==> config.mk <==
export PLATFORM = sky130hd
export DESIGN_NAME = mips_multicycle_ctrl
export DESIGN_NICKNAME = d
export VERILOG_FILES = /design/src/rtl/mips_multicycle_ctrl.sv
export SDC_FILE = /design/constraint.sdc
export NUM_CORES = 1
export LEC_CHECK = 0
export CAP_MARGIN = 20
export CORE_MARGIN = 3
export CORE_UTILIZATION = 45
export DETAILED_ROUTE_END_ITERATION = 8
export PLACE_DENSITY = 0.75
export SYNTH_ARGS = -nofsm -noshare
export SYNTH_HDL_FRONTEND = slang
export SYNTH_SLANG_ARGS = --single-unit
==> constraint.sdc <==
create_clock -name clk -period 5.2 [get_ports clk]
set_input_delay 1.04 -clock clk [delete_from_list [all_inputs] [get_ports clk]]
set_output_delay 1.04 -clock clk [all_outputs]
set_load 0.01 [all_outputs]
==> src/rtl/mips_multicycle_ctrl.sv <==
// mips_multicycle_ctrl
// Multicycle control FSM for the 32-bit MIPS core: FETCH -> DECODE -> EXEC
// -> (MEM) -> (WB) -> FETCH, with an ILL state for unsupported encodings.
//
// Ports:
//   clk, reset            - system clock, synchronous active-high reset
//   opcode, funct         - instruction register fields (stable from DECODE on)
//   zero                  - ALU zero flag, used by beq/bne in EXEC
//   imem_ready            - instruction word valid (only looked at in FETCH)
//   dmem_ready            - data access complete (only looked at in MEM)
//   ir_write, pc_write    - IR / PC load strobes
//   pc_src                - 00 PC+4, 01 branch target, 10 jump target
//   ext_op                - 00 sign-ext, 01 zero-ext, 10 imm<<16
//   alu_src_b, alu_op     - ALU operand B select and operation
//   reg_dst, reg_write    - register-file destination select / write enable
//   mem_to_reg            - write-back data from memory
//   mem_read, mem_write   - data memory requests, held until dmem_ready
//   illegal               - one-cycle pulse in the ILL state
//   state                 - current FSM state (FETCH=0 .. ILL=5)
//   retired               - completed-instruction count, wraps at 2^32
//
// Handshake: a memory request (imem in FETCH, dmem in MEM) is held every
// cycle until the matching ready is seen high; the transfer completes on
// that cycle and the FSM moves on at the following clock edge.
//
// Build option ZERO_EXT_LOGIC_EN: when defined, andi/ori zero-extend their
// immediate (ext_op=01); otherwise they use the sign-extender (ext_op=00).
module mips_multicycle_ctrl (
    input  logic        clk,
    input  logic        reset,
    input  logic [5:0]  opcode,
    input  logic [5:0]  funct,
    input  logic        zero,
    input  logic        imem_ready,
    input  logic        dmem_ready,
    output logic        ir_write,
    output logic        pc_write,
    output logic [1:0]  pc_src,
    output logic [1:0]  ext_op,
    output logic        alu_src_b,
    output logic [2:0]  alu_op,
    output logic        reg_dst,
    output logic        reg_write,
    output logic        mem_to_reg,
    output logic        mem_read,
    output logic        mem_write,
    output logic        illegal,
    output logic [2:0]  state,
    output logic [31:0] retired
);

    typedef enum logic [2:0] {
        S_FETCH  = 3'd0,
        S_DECODE = 3'd1,
        S_EXEC   = 3'd2,
        S_MEM    = 3'd3,
        S_WB     = 3'd4,
        S_ILL    = 3'd5
    } state_t;

    localparam logic [5:0] OP_R    = 6'h00;
    localparam logic [5:0] OP_LW   = 6'h23;
    localparam logic [5:0] OP_SW   = 6'h2B;
    localparam logic [5:0] OP_BEQ  = 6'h04;
    localparam logic [5:0] OP_BNE  = 6'h05;
    localparam logic [5:0] OP_ADDI = 6'h08;
    localparam logic [5:0] OP_SLTI = 6'h0A;
    localparam logic [5:0] OP_ANDI = 6'h0C;
    localparam logic [5:0] OP_ORI  = 6'h0D;
    localparam logic [5:0] OP_LUI  = 6'h0F;
    localparam logic [5:0] OP_J    = 6'h02;

    localparam logic [2:0] ALU_ADD = 3'b000;
    localparam logic [2:0] ALU_SUB = 3'b001;
    localparam logic [2:0] ALU_AND = 3'b010;
    localparam logic [2:0] ALU_OR  = 3'b011;
    localparam logic [2:0] ALU_SLT = 3'b100;

`ifdef ZERO_EXT_LOGIC_EN
    localparam logic [1:0] EXT_LOGIC = 2'b01;
`else
    localparam logic [1:0] EXT_LOGIC = 2'b00;
`endif

    state_t cur, nxt;
    logic   retire;
    logic   funct_ok;
    logic   op_ok;
    logic [2:0] r_alu_op;

    // R-type funct decode; funct_ok is the legality check used in DECODE.
    always_comb begin
        funct_ok = 1'b1;
        r_alu_op = ALU_ADD;
        case (funct)
            6'h20:   r_alu_op = ALU_ADD;
            6'h22:   r_alu_op = ALU_SUB;
            6'h24:   r_alu_op = ALU_AND;
            6'h25:   r_alu_op = ALU_OR;
            6'h2A:   r_alu_op = ALU_SLT;
            default: funct_ok = 1'b0;
        endcase
    end

    always_comb begin
        case (opcode)
            OP_R:                                  op_ok = funct_ok;
            OP_LW, OP_SW, OP_BEQ, OP_BNE, OP_ADDI,
            OP_SLTI, OP_ANDI, OP_ORI, OP_LUI, OP_J: op_ok = 1'b1;
            default:                               op_ok = 1'b0;
        endcase
    end

    always_ff @(posedge clk) begin
        if (reset) begin
            cur     <= S_FETCH;
            retired <= 32'd0;
        end else begin
            cur <= nxt;
            if (retire) retired <= retired + 32'd1;
        end
    end

    always_comb begin
        nxt        = cur;
        retire     = 1'b0;
        ir_write   = 1'b0;
        pc_write   = 1'b0;
        pc_src     = 2'b00;
        ext_op     = 2'b00;
        alu_src_b  = 1'b0;
        alu_op     = ALU_ADD;
        reg_dst    = 1'b0;
        reg_write  = 1'b0;
        mem_to_reg = 1'b0;
        mem_read   = 1'b0;
        mem_write  = 1'b0;
        illegal    = 1'b0;

        case (cur)
            S_FETCH: begin
                if (imem_ready) begin
                    ir_write = 1'b1;
                    pc_write = 1'b1;
                    nxt      = S_DECODE;
                end
            end
            S_DECODE: nxt = op_ok ? S_EXEC : S_ILL;
            S_EXEC: begin
                case (opcode)
                    OP_R: begin
                        alu_op = r_alu_op;
                        nxt    = S_WB;
                    end
                    OP_BEQ, OP_BNE: begin
                        alu_op   = ALU_SUB;
                        pc_src   = 2'b01;
                        pc_write = (opcode == OP_BEQ) ? zero : ~zero;
                        retire   = 1'b1;
                        nxt      = S_FETCH;
                    end
                    OP_J: begin
                        pc_write = 1'b1;
                        pc_src   = 2'b10;
                        retire   = 1'b1;
                        nxt      = S_FETCH;
                    end
                    default: begin
                        // I-arith and memory ops: ALU works on the extended
                        // immediate; lui adds imm<<16 to $zero.
                        alu_src_b = 1'b1;
                        case (opcode)
                            OP_SLTI: alu_op = ALU_SLT;
                            OP_ANDI: begin alu_op = ALU_AND; ext_op = EXT_LOGIC; end
                            OP_ORI:  begin alu_op = ALU_OR;  ext_op = EXT_LOGIC; end
                            OP_LUI:  ext_op = 2'b10;
                            default: alu_op = ALU_ADD;
                        endcase
                        nxt = (opcode == OP_LW || opcode == OP_SW) ? S_MEM : S_WB;
                    end
                endcase
            end
            S_MEM: begin
                mem_read  = (opcode == OP_LW);
                mem_write = (opcode == OP_SW);
                if (dmem_ready) begin
                    if (opcode == OP_LW) begin
                        nxt = S_WB;
                    end else begin
                        nxt    = S_FETCH;
                        retire = 1'b1;
                    end
                end
            end
            S_WB: begin
                reg_write  = 1'b1;
                reg_dst    = (opcode == OP_R);
                mem_to_reg = (opcode == OP_LW);
                retire     = 1'b1;
                nxt        = S_FETCH;
            end
            S_ILL: begin
                illegal = 1'b1;
                nxt     = S_FETCH;
            end
            default: nxt = S_FETCH;
        endcase

        // Strobes and selects are forced low the same cycle reset is seen.
        if (reset) begin
            retire     = 1'b0;
            ir_write   = 1'b0;
            pc_write   = 1'b0;
            pc_src     = 2'b00;
            ext_op     = 2'b00;
            alu_src_b  = 1'b0;
            alu_op     = ALU_ADD;
            reg_dst    = 1'b0;
            reg_write  = 1'b0;
            mem_to_reg = 1'b0;
            mem_read   = 1'b0;
            mem_write  = 1'b0;
            illegal    = 1'b0;
        end
    end

    assign state = cur;

endmodule

# Word level (Yosys, flattened, before mapping)

Cells that the tools add are included.
Widths: inputs -> output; s select.

Flip-flop bits (word level): 35
Logic and storage cells: 83
Bits of input ports: 17

Mux-type cells: 48
Reductions and logical operators: 9
Bitwise operators: 1
Equal/unequal tests: 22
$add $sub $neg: 1

Operators by type and width:

| cell                  | count |
|---|---|
| $eq 6x6->1 const B    | 7 |
| $add 32x1->32 const B | 1 |
| $eq 6x4->1 const B    | 5 |
| $mux 1                | 25 |
| $pmux 3 s4            | 2 |
| $mux 3                | 7 |
| $pmux 3 s3            | 2 |
| $eq 6x3->1 const B    | 2 |
| $mux 2                | 6 |
| $reduce_or 10->1      | 1 |
| $eq 3x2->1 const B    | 2 |
| $eq 3x3->1 const B    | 2 |
| $eq 6x2->1 const B    | 1 |
| $logic_not 6->1       | 1 |
| $pmux 1 s2            | 3 |
| $pmux 3 s2            | 1 |
| $reduce_or 5->1       | 1 |
| $ne 2x2->1 const B    | 2 |
| $pmux 2 s2            | 1 |
| $reduce_or 4->1       | 1 |
| $eq 3x1->1 const B    | 1 |
| $logic_not 3->1       | 1 |
| $pmux 1 s3            | 1 |
| $reduce_or 3->1       | 1 |
| 4 further kinds       | 4 |

# Logic depth before layout (Yosys ltp)

Gate-level depths: netlist of the first run.

Depth in word-level cells: 6
Gate-level depth with buffers: 8
Mapped depth without buffers: 5

# Worst setup path before layout of the first run

Ideal clock, no wire load.

Kind: input to output
Start point: input reset
End point: output alu_op[2]
Arrival: 2339 ps
Cell stages on the path: 5
Setup slack: 1821 ps
Path buffers: 1
Cells stage by stage: clkbuf_1 nand2b_1 nor3_1 nand2_1 a2111oi_0

Longest elaborated chain between the ends: 1

RTL lines:

| element            | RTL line | RTL |
|---|---|---|
| start: declaration | 30       | `input logic reset,` |
| $mux 3             | 210      | `if (reset) begin` |
| end: declaration   | 41       | `output logic [2:0] alu_op,` |

No other way between the ends.

# Worst setup path after layout of the first run

Start point: input opcode[0]
End point: output mem_write

Longest elaborated chain between the ends: 3

RTL lines:

| element            | RTL line | RTL |
|---|---|---|
| start: declaration | 31       | `input logic [5:0] opcode,` |
| $eq 6x6->1         | 185      | `mem_write = (opcode == OP_SW);` |
| $mux 1             | 140      | `case (cur)` |
| $mux 1             | 210      |  |
| end: declaration   | 46       | `output logic mem_write,` |

No other way between the ends.

==> reports/metrics.yaml, run 1 <==
status:
  outcome: "finished clean"
cts:
  clk_pin_slew_ps: 70
  tritoncts: "yes"
  root_buffer: "clkbuf_8"
  clock-sinks: 35
  cts_buffers: 5
  cts_htree_levels: 2
  clockBufferDepth: 2
  clock_latency_ps: 290
  cts-hold-fix-buffers: 0
  cts_resized: 0
  cts_setup_buffers: 0
yosys:
  yosysSeqAreaShare_pct: 31.64
  ys_async_sr_fraction_pct: 0
  netlist_instances: 280
  syn_area_um2: 2215
  synth_cell_type_count: 56
  synth_top_area_share_pct: 31.64
  synthFlopType: "dfxtp_1"
  synth_nets: 298
  ys_ff_latch: 35
  ys.warnings.count: 0
  synth_edf_count: 0
  synth_top_cell_by_area: "dfxtp_1"
  syn_area_per_cell_um2: 7.909
  synth_common_cells: "a21oi_1 (35), dfxtp_1 (35), nor2_1 (18), o21ai_0 (18), nand2_1 (17)"
  synthTopCellsByArea: "dfxtp_1 (32%), a21oi_1 (7.9%), o31ai_1 (4.4%), or3_1 (4.2%), o21ai_0 (4.1%)"
floorplan:
  start_util_pct: 48.52
  die_area_um2: 5799
  rows: 24
  io_pins: 68
  coreArea_um2: 4564
  die_h_um: 76.15
  die_x_um: 76.15
setup_path:
  r2r-end: "retired[31]$_SDFFE_PP0P_"
  startpoint: "opcode[0]"
  worstReg2RegStart: "state[0]$_SDFFE_PP0P_"
  rrSetupSlack_ps: 2740
  cp.required_ps: 4160
  arrival_ps: 3230
  cp-start-kind: "primary input"
  rr_worst_depth: 5
  critPathMaxFanout: 10
  criticalPathCategory: "in2out"
  cp-endpoint: "mem_write"
  cp-end-kind: "output port"
timing:
  skew_ps: 6.372
  slew_violations: 0
  worst_pin_slew_ps: 909.2
  worst_slew_margin_rel_pct: 39.24
  rsz0062_at_grt: "false"
  setup_tns_ps: 0
  fin_crit_ps: 4275
  period_share_pct: 82.20
  hold_viol: 0
  hold_ws_ps: 500.2
  fmax_mhz: 233.9
  setup_viol: 0
flow_run:
  cap_violations: 0
placed_design:
  gp_congestion: 0.7977
  dp_hpwl_um: 4041
  placement.io_buffers: 66
layout:
  final_core_util_pct: 65.02
  num_antenna_cells: 0
  drive_above_1_share_pct: 6.805
  nFillCells: 414
  syn_to_final_growth_pct: 34.01
  final_net_count: 355
worst_hold_path:
  hp-class: "reg2reg"
global_route:
  antenna_found_initial: 0
  grt-ovfl-total: 0
  grt_max_degree: 35
  grtUsageTotal_pct: 19.51
  grt_pass1_wl_um: 9570
  grt_pass1_vias: 2065
power_and_ir_drop:
  p_leak_nw: 0.9340
  power_density_nw_per_um2: 181.0
  ir_worst_vdd_v: 0.0001446
detailed_routing:
  routed_wl_um: 5587
  via_per_inst: 5.702
  wl_per_cell_um: 13.86
  drc: 0
  vias: 2298
  ant_nets: 0
  drt_iter0_markers: 102
  firstDrtPassIters: 4
worst max-delay path, stage by stage:
cell	delay, ps
clkdlybuf4s50_1	710
nand2_1	130
nor4b_1	600
and2_1	210
clkdlybuf4s50_1	540
flip-flops by register name (all words and copies together) (netlist names):
register / flops
retired: 32
state: 3
through the flow:
stage | setup slack [ps] | total power [mW] | instance area [µm²] | cells
6_report | 925.4 | 0.5372 | 2968 | 403
5_1_grt | 781.8 | 0.5622 | 2968 | 403
4_1_cts | 927.8 | 0.5446 | 2968 | 403
3_5_place_dp | 929.6 | 0.3491 | 2883 | 395
3_3_place_gp | 973.4 | 0.3492 | 2883 | 395
2_1_floorplan | 1821 | 0.3214 | 2215 | 280
layout make-up:
class	count	area, µm²	area share, %
clock buffer	6	72.57	2.445
clock inverter	2	12.51	0.4216
inverter	9	33.78	1.138
multi-input combinational	218	1391	46.88
sequential	35	700.7	23.61
tap	65	81.33	2.740
timing repair buffer	68	675.6	22.77
kinds of logic (layout without fill, tap and decap cells):
kind of cell | count (synthesis) | after routing | share of synthesized area [%]
muxes | 3 | 3 | 1.356
xor gates and xnor gates | 5 | 5 | 1.977
and+or+nand+nor | 125 | 125 | 35.25
DFF | 35 | 35 | 31.64
AOI/OAI and AO/OA | 83 | 83 | 23.50
buffers and inverters | 27 | 85 | 5.536
adders and majority gates | 1 | 1 | 0.5649
other | 1 | 1 | 0.1693
where the power goes:
part / switching (mW) / leakage, nW / internal (mW) / total (mW)
Sequential: 0.00710 / 0.282 / 0.270 / 0.277
Combinational: 0.0330 / 0.611 / 0.0336 / 0.0666
Clock: 0.0996 / 0.0412 / 0.0936 / 0.193
Total: 0.140 / 0.934 / 0.397 / 0.537
layer usage:
| metal | GRT usage [%] | wire length, µm | share of wire (%) |
|---|---|---|---|
| met2 | 30.94 | 2548 | 46 |
| met4 | 5.435 | 56 | 1.0 |
| met1 | 27.02 | 2758 | 49 |
| met3 | 3.783 | 224 | 4.0 |
| met5 | 0 | 0 | 0 |
worst min path at each step:
stage	depth (start not counted)	endpoint	startpoint
6_report	2	retired[17]$_SDFFE_PP0P_	retired[17]$_SDFFE_PP0P_
5_1_grt	2	retired[31]$_SDFFE_PP0P_	retired[31]$_SDFFE_PP0P_
4_1_cts	2	retired[30]$_SDFFE_PP0P_	retired[30]$_SDFFE_PP0P_
3_5_place_dp	2	retired[30]$_SDFFE_PP0P_	retired[30]$_SDFFE_PP0P_
3_3_place_gp	2	retired[31]$_SDFFE_PP0P_	retired[31]$_SDFFE_PP0P_
2_1_floorplan	2	retired[31]$_SDFFE_PP0P_	retired[31]$_SDFFE_PP0P_
cells in the final DEF, fill, tap and decap left out, drive strengths merged, types with 2 or more instances in the layout:
cell type / n
a21oi: 35
a31o: 2
and2: 5
and3: 2
buf: 2
clkbuf: 6
clkdlybuf4s50: 66
dfxtp: 35
inv: 9
mux2i: 3
nand2: 17
nand2b: 5
nand3: 15
nand3b: 3
nand4: 7
nand4b: 2
nor2: 18
nor2b: 2
nor3: 6
nor3b: 4
nor4: 3
nor4b: 3
o21a: 2
o21ai: 18
o311ai: 2
o31a: 2
o31ai: 13
or2: 2
or3: 17
or4: 13
xnor2: 4
Power figures use the tool's default switching activity.
==> run 2, diff against run 1 <==
clock period = 4.1 ns   (was 5.2 ns; I/O delays follow)
==> run 2 against run 1 <==
  * Total power up 26%
  * Worst setup slack lost 620 ps
  * Highest routed layer unchanged
  * Count of clock-buffer cells in the layout up 1
  * Cell count grew 0.99%
  * First-iteration DRC count increased by 51%
  * Utilization is 0.58 points higher
==> reports/metrics.yaml, run 2 (same netlist as run 1, synthesis figures left out) <==
setup_path:
  path_depth: 6
  arrival_ps: 2970
  critPathBufInv: 2
  path_delay_family: "buffers and inverters"
  cp-end-kind: "output port"
  critPathMaxFanout: 11
  cp.required_ps: 3280
  criticalPathCategory: "in2out"
  crit_top_cell: "clkdlybuf4s50_1"
  rr_worst_depth: 5
  slowest_delay_ps: 710
  cp_cell_sequence: "clkdlybuf4s50_1, nor2b_1, a21oi_1, nor3_1, or2_2, clkdlybuf4s50_1"
  cp-start-kind: "primary input"
  cpMaxStageDelayCell: "clkdlybuf4s50_1"
detailed_routing:
  routed_wl_um: 5746
  firstDrtPassIters: 4
  vias: 2318
  ant_nets: 0
  wl_per_cell_um: 14.12
  drc: 0
  drt_iter0_markers: 154
  via_per_inst: 5.695
cts:
  cts_setup_buffers: 0
  cts_buffers: 5
  clk_pin_slew_ps: 70
  cts_htree_levels: 2
  cts_resized: 0
  clockBufferDepth: 2
  clock-sinks: 35
  clock_latency_ps: 280
  cts-hold-fix-buffers: 0
  tritoncts: "yes"
  root_buffer: "clkbuf_8"
layout:
  final_net_count: 359
  final_cell_mix: "clkdlybuf4s50_1 (66), a21oi_1 (35), dfxtp_1 (35), nor2_1 (18), o21ai_0 (18)"
  final_area_um2: 2994
  syn_to_final_growth_pct: 35.20
  final_common_cell: "clkdlybuf4s50_1"
  largest_reg_flops: 32
  num_antenna_cells: 0
  nFillCells: 415
  largest-register: "retired"
  drive_above_1_share_pct: 7.602
floorplan:
  die_area_um2: 5799
  start_util_pct: 48.52
  coreArea_um2: 4564
  rows: 24
  io_pins: 68
  die_x_um: 76.15
  die_h_um: 76.15
global_route:
  antenna_found_initial: 0
  grt_pass1_wl_um: 9729
  grt_pass1_vias: 2076
  grtUsageTotal_pct: 19.88
  grt_max_degree: 35
  grt-ovfl-total: 0
flow_run:
  cap_violations: 0
timing:
  fmax_mhz: 263.7
  hold_viol: 0
  setup_viol: 0
  fin_crit_ps: 3792
  hold_ws_ps: 479.6
  period_share_pct: 92.48
  rsz0062_at_grt: "false"
  setup_tns_ps: 0
  slew_violations: 0
  skew_ps: 6.267
  worst_slew_margin_rel_pct: 40.47
  worst_pin_slew_ps: 892.9
placed_design:
  gp_congestion: 0.8622
  dpl_cell_area_um2: 2913
  placement.io_buffers: 66
  dp_hpwl_um: 4211
status:
  outcome: "finished clean"
worst_hold_path:
  whs_path_depth: 2
  hp-class: "reg2reg"
power_and_ir_drop:
  p_leak_nw: 0.9548
  power_density_nw_per_um2: 225.7
  ir_worst_vdd_v: 0.0002139
## run 2: changes by cell type in the layout (fill, tap and decap cells not counted), sizes merged
cell      before  now
buf            2    6
clkbuf         6    7
clkinvlp       1    0
## run 2: metal layers
layer | GRT usage [%] | share of wire (%)
met5 | 0 | 0
met3 | 4.019 | 4.1
met1 | 27.97 | 49
met4 | 4.891 | 0.77
met2 | 31.21 | 46
## run 2: path summary, 6_finish.rpt
| path | startpoint | slack (ps) | endpoint |
|---|---|---|---|
| setup / recovery | opcode[2] | 310 | pc_write |
| hold / removal | retired[31]$_SDFFE_PP0P_ | 480 | retired[31]$_SDFFE_PP0P_ |
| setup reg to reg | state[0]$_SDFFE_PP0P_ | 1630 | retired[25]$_SDFFE_PP0P_ |
| hold reg to reg | retired[31]$_SDFFE_PP0P_ | 480 | retired[31]$_SDFFE_PP0P_ |
## run 2: stage by stage
| stage | power, mW | setup WS (ps) | cells | utilization (%) |
|---|---|---|---|---|
| after floorplan | 0.4076 | 1161 | 280 | - |
| after global placement | 0.4444 | 414.3 | 399 | 63.82 |
| after detailed placement | 0.4448 | 322.5 | 399 | 63.82 |
| after CTS | 0.6840 | 313.0 | 407 | 65.60 |
| after global routing | 0.7076 | 182.7 | 407 | 65.60 |
| final | 0.6758 | 308.4 | 407 | 65.60 |
## run 2: worst min-delay path, stage by stage, from the launching register on
cell and delay, ps:
dfxtp_1 320, o31ai_1 60, a21oi_1 50
## run 2: final cells by class
cell class	instances	area (µm²)	share of cell area (%)
multi-input cells	218	1391	46.47
repair buffers	72	705.7	23.57
flip-flops and latches	35	700.7	23.40
well taps	65	81.33	2.716
clock buffers	7	76.32	2.549
inverters	9	33.78	1.128
clock inverters	1	5.005	0.1672
## run 2: report_power, final
group	total, mW	switching, mW	internal, mW	leakage [nW]
sequential	0.352	0.00900	0.343	0.282
clock	0.238	0.119	0.119	0.0422
combinational	0.0859	0.0422	0.0437	0.630
total	0.676	0.170	0.506	0.955
==> patch: new RTL, flow settings as in run 1 <==
Put one more register stage on the output `retired`, with the module's reset. The value now appears one clock later. The other outputs are not delayed to match.
--- a/src/rtl/mips_multicycle_ctrl.sv
+++ b/src/rtl/mips_multicycle_ctrl.sv
@@ -78,2 +78,4 @@
 
+    logic [31:0] retired_s0;
+
 `ifdef ZERO_EXT_LOGIC_EN
@@ -116,6 +118,6 @@
             cur     <= S_FETCH;
-            retired <= 32'd0;
+            retired_s0 <= 32'd0;
         end else begin
             cur <= nxt;
-            if (retire) retired <= retired + 32'd1;
+            if (retire) retired_s0 <= retired_s0 + 32'd1;
         end
@@ -228,2 +230,10 @@
 
+    always_ff @(posedge clk) begin
+        if (reset) begin
+            retired <= '0;
+        end else begin
+            retired <= retired_s0;
+        end
+    end
+
 endmodule
Function: changed (Yosys sat finds a counterexample within 4 cycles, from zero or initial values and one cycle with reset high).
==> patch against run 1 <==
  * Wire length up 22%
  * Sequential share of layout area grew 11 points
  * Power grew 95%
  * Worst setup slack gained 12 ps
  * Design area grew 32%
  * Via count rose by 15%
  * Synthesized area is 37% higher
  * Sequential cell count rose by 32
==> patch: results (changes against run 1) <==
| Metric | Value |
|---|---|
| Hold endpoint | retired[31] (was retired[17]) |
| Area contributors post-synth | dfxtp_1 44%, nor2b_1 6.8%, mux2_2 5.6% (was dfxtp_1 32%, a21oi_1 7.9%, o31ai_1 4.4%) |
| Global-route wire length before repair | 11330 um (was 9570 um) |
| Post-synth top cells | 67 x dfxtp_1, 41 x nor2_1, 33 x nor2b_1 (was 35 x a21oi_1, 35 x dfxtp_1, 18 x nor2_1, 18 x o21ai_0, 17 x nand2_1) |
| Ant. Diodes | 0 (unchanged) |
| TritonCTS buffer count | 9 (was 5) |
| Global placement routability congestion | 0.8866 (was 0.7977) |
| Worst Reg-to-Reg Cells | 6 (was 5) |
| WHS | 489.6 ps (was 500.2 ps) |
| Critical path's slowest cell | clkdlybuf4s50_1 (unchanged) |
| Post-CTS sizing | 0 (unchanged) |
| Clock skew | 5.560 ps (was 6.372 ps) |
| Critical path's top delay family | buffers and inverters (unchanged) |
| Main synth FF type | dfxtp_1 (unchanged) |
| H-tree lvl count | 3 (was 2) |
| FF/Latch Area | 0.001341 mm^2 (was 700.7 um^2) |
| Register area share after synthesis | 44.19% (was 31.64%) |
| Reg2reg end | retired_s0[24] (was retired[31]) |
| Arrival @ worst endpoint | 3220 ps (was 3230 ps) |
| Status | finished clean (unchanged) |
| Hold_sp | retired_s0[31] (was retired[17]) |
| Hold Path Stages | 1 (was 2) |
| P_leak | 1.404 nW (was 0.9340 nW) |
| Crit path from | opcode[3] (was opcode[0]) |
| Largest net degree at the start of global routing | 54 (was 35) |
| Crit path largest cell delay | 590 ps (was 710 ps) |
| Via density per instance | 5.431 (was 5.702) |
| Dpl hpwl | 5023 um (was 4041 um) |
| Total Routing Usage GR | 18.54% (was 19.51%) |
| Post-synth ARST share | 0% (unchanged) |
| Worst VDD drop | 200.4 uV (was 144.6 uV) |
| Die X | 88.13 um (was 76.15 um) |
| Worst rel slew slack | 54.79% (was 39.24%) |
| Routed WL | 6835 um (was 5587 um) |
| Max clock buf depth | 2 (unchanged) |
| Worst reg2reg setup slack | 2790 ps (was 2740 ps) |
| Cell area after placement | 0.003714 mm^2 (was 0.002883 mm^2) |
| Post CTS Setup Buffer Count | 0 (unchanged) |
| Post-synth cell types | 56 (unchanged) |
| Nets | 423 (was 355) |
| Fill count | 581 (was 414) |
| Initial antenna violation count | 0 (unchanged) |
| Syn nets | 362 (was 298) |
| Later-pin clock latency in the skew report | 340 ps (was 290 ps) |
| CTS root buf | clkbuf_8 (unchanged) |
| Port bufs | 66 (unchanged) |
| Fraction of layout cells with a size suffix above 1 | 10.49% (was 6.805%) |
| R2R Path Start | retired_s0[0] (was state[0]) |
| Number of synthesis warnings | 0 (unchanged) |
| Initial DRC count | 124 (was 102) |
| Vias in the first global route | 2405 (was 2065) |
| HP Class | reg2reg (unchanged) |
==> patch: cell count changes in the layout (fill, tap and decap cells not counted), sizes merged, moves of 5 or more <==
cell and change:
o31ai -11, dfxtp +32, nand2 +5, or3 -8, a21oi -23, nor3 +8, nor2b +31, or4 -10
nor2 +23, o21ai -7, clkbuf +5, mux2 +17
==> patch: final cells by class <==
cell class              count  area share, %
repair buffers             67          16.91
well taps                  77          2.456
multi-input cells         253          40.45
clock buffers              11          3.349
clock inverters             5          1.978
flip-flops and latches     67          34.19
inverters                   7         0.6699
==> patch: routing by layer <==
metal  wire length (um)  track usage [%]  vias to the layer above
met5                  0                0                        -
met4                112            6.181                        0
met3                394            6.303                       12
met2               2988            26.58                       83
met1               3339            26.09                     1205
li1                   -                -                     1345
==> patch: cells by family after synthesis <==
logic type                 synth area share, %
other                                   0.1235
DFF                                      44.19
xor gates and xnor gates                 1.731
adders and majority gates               0.4121
muxes                                    6.966
buffers and inverters                    3.545
AOI/OAI and AO/OA                        10.06
and+or+nand+nor                          32.98
==> patch: how the worst max path moves through the flow <==
stage | end | cells past startpoint
6_report | alu_op[1] | 7
5_1_grt | alu_op[1] | 7
4_1_cts | alu_op[1] | 7
3_5_place_dp | alu_op[1] | 7
3_3_place_gp | alu_op[1] | 7
2_1_floorplan | alu_op[1] | 6
==> patch: metrics by stage <==
step	instances	setup slack (ps)
final	487	937.6
after global routing	487	769.5
after CTS	487	931.1
after detailed placement	471	938.4
after global placement	471	1056
after floorplan	344	2060
==> patch: report_power, final <==
part           leakage (nW)  internal (W)  switching, W   total, W
registers             0.540      0.000516    0.00000581   0.000522
clock network         0.103      0.000268      0.000185   0.000454
logic                 0.761     0.0000318     0.0000418  0.0000736
total                  1.40      0.000816      0.000233    0.00105
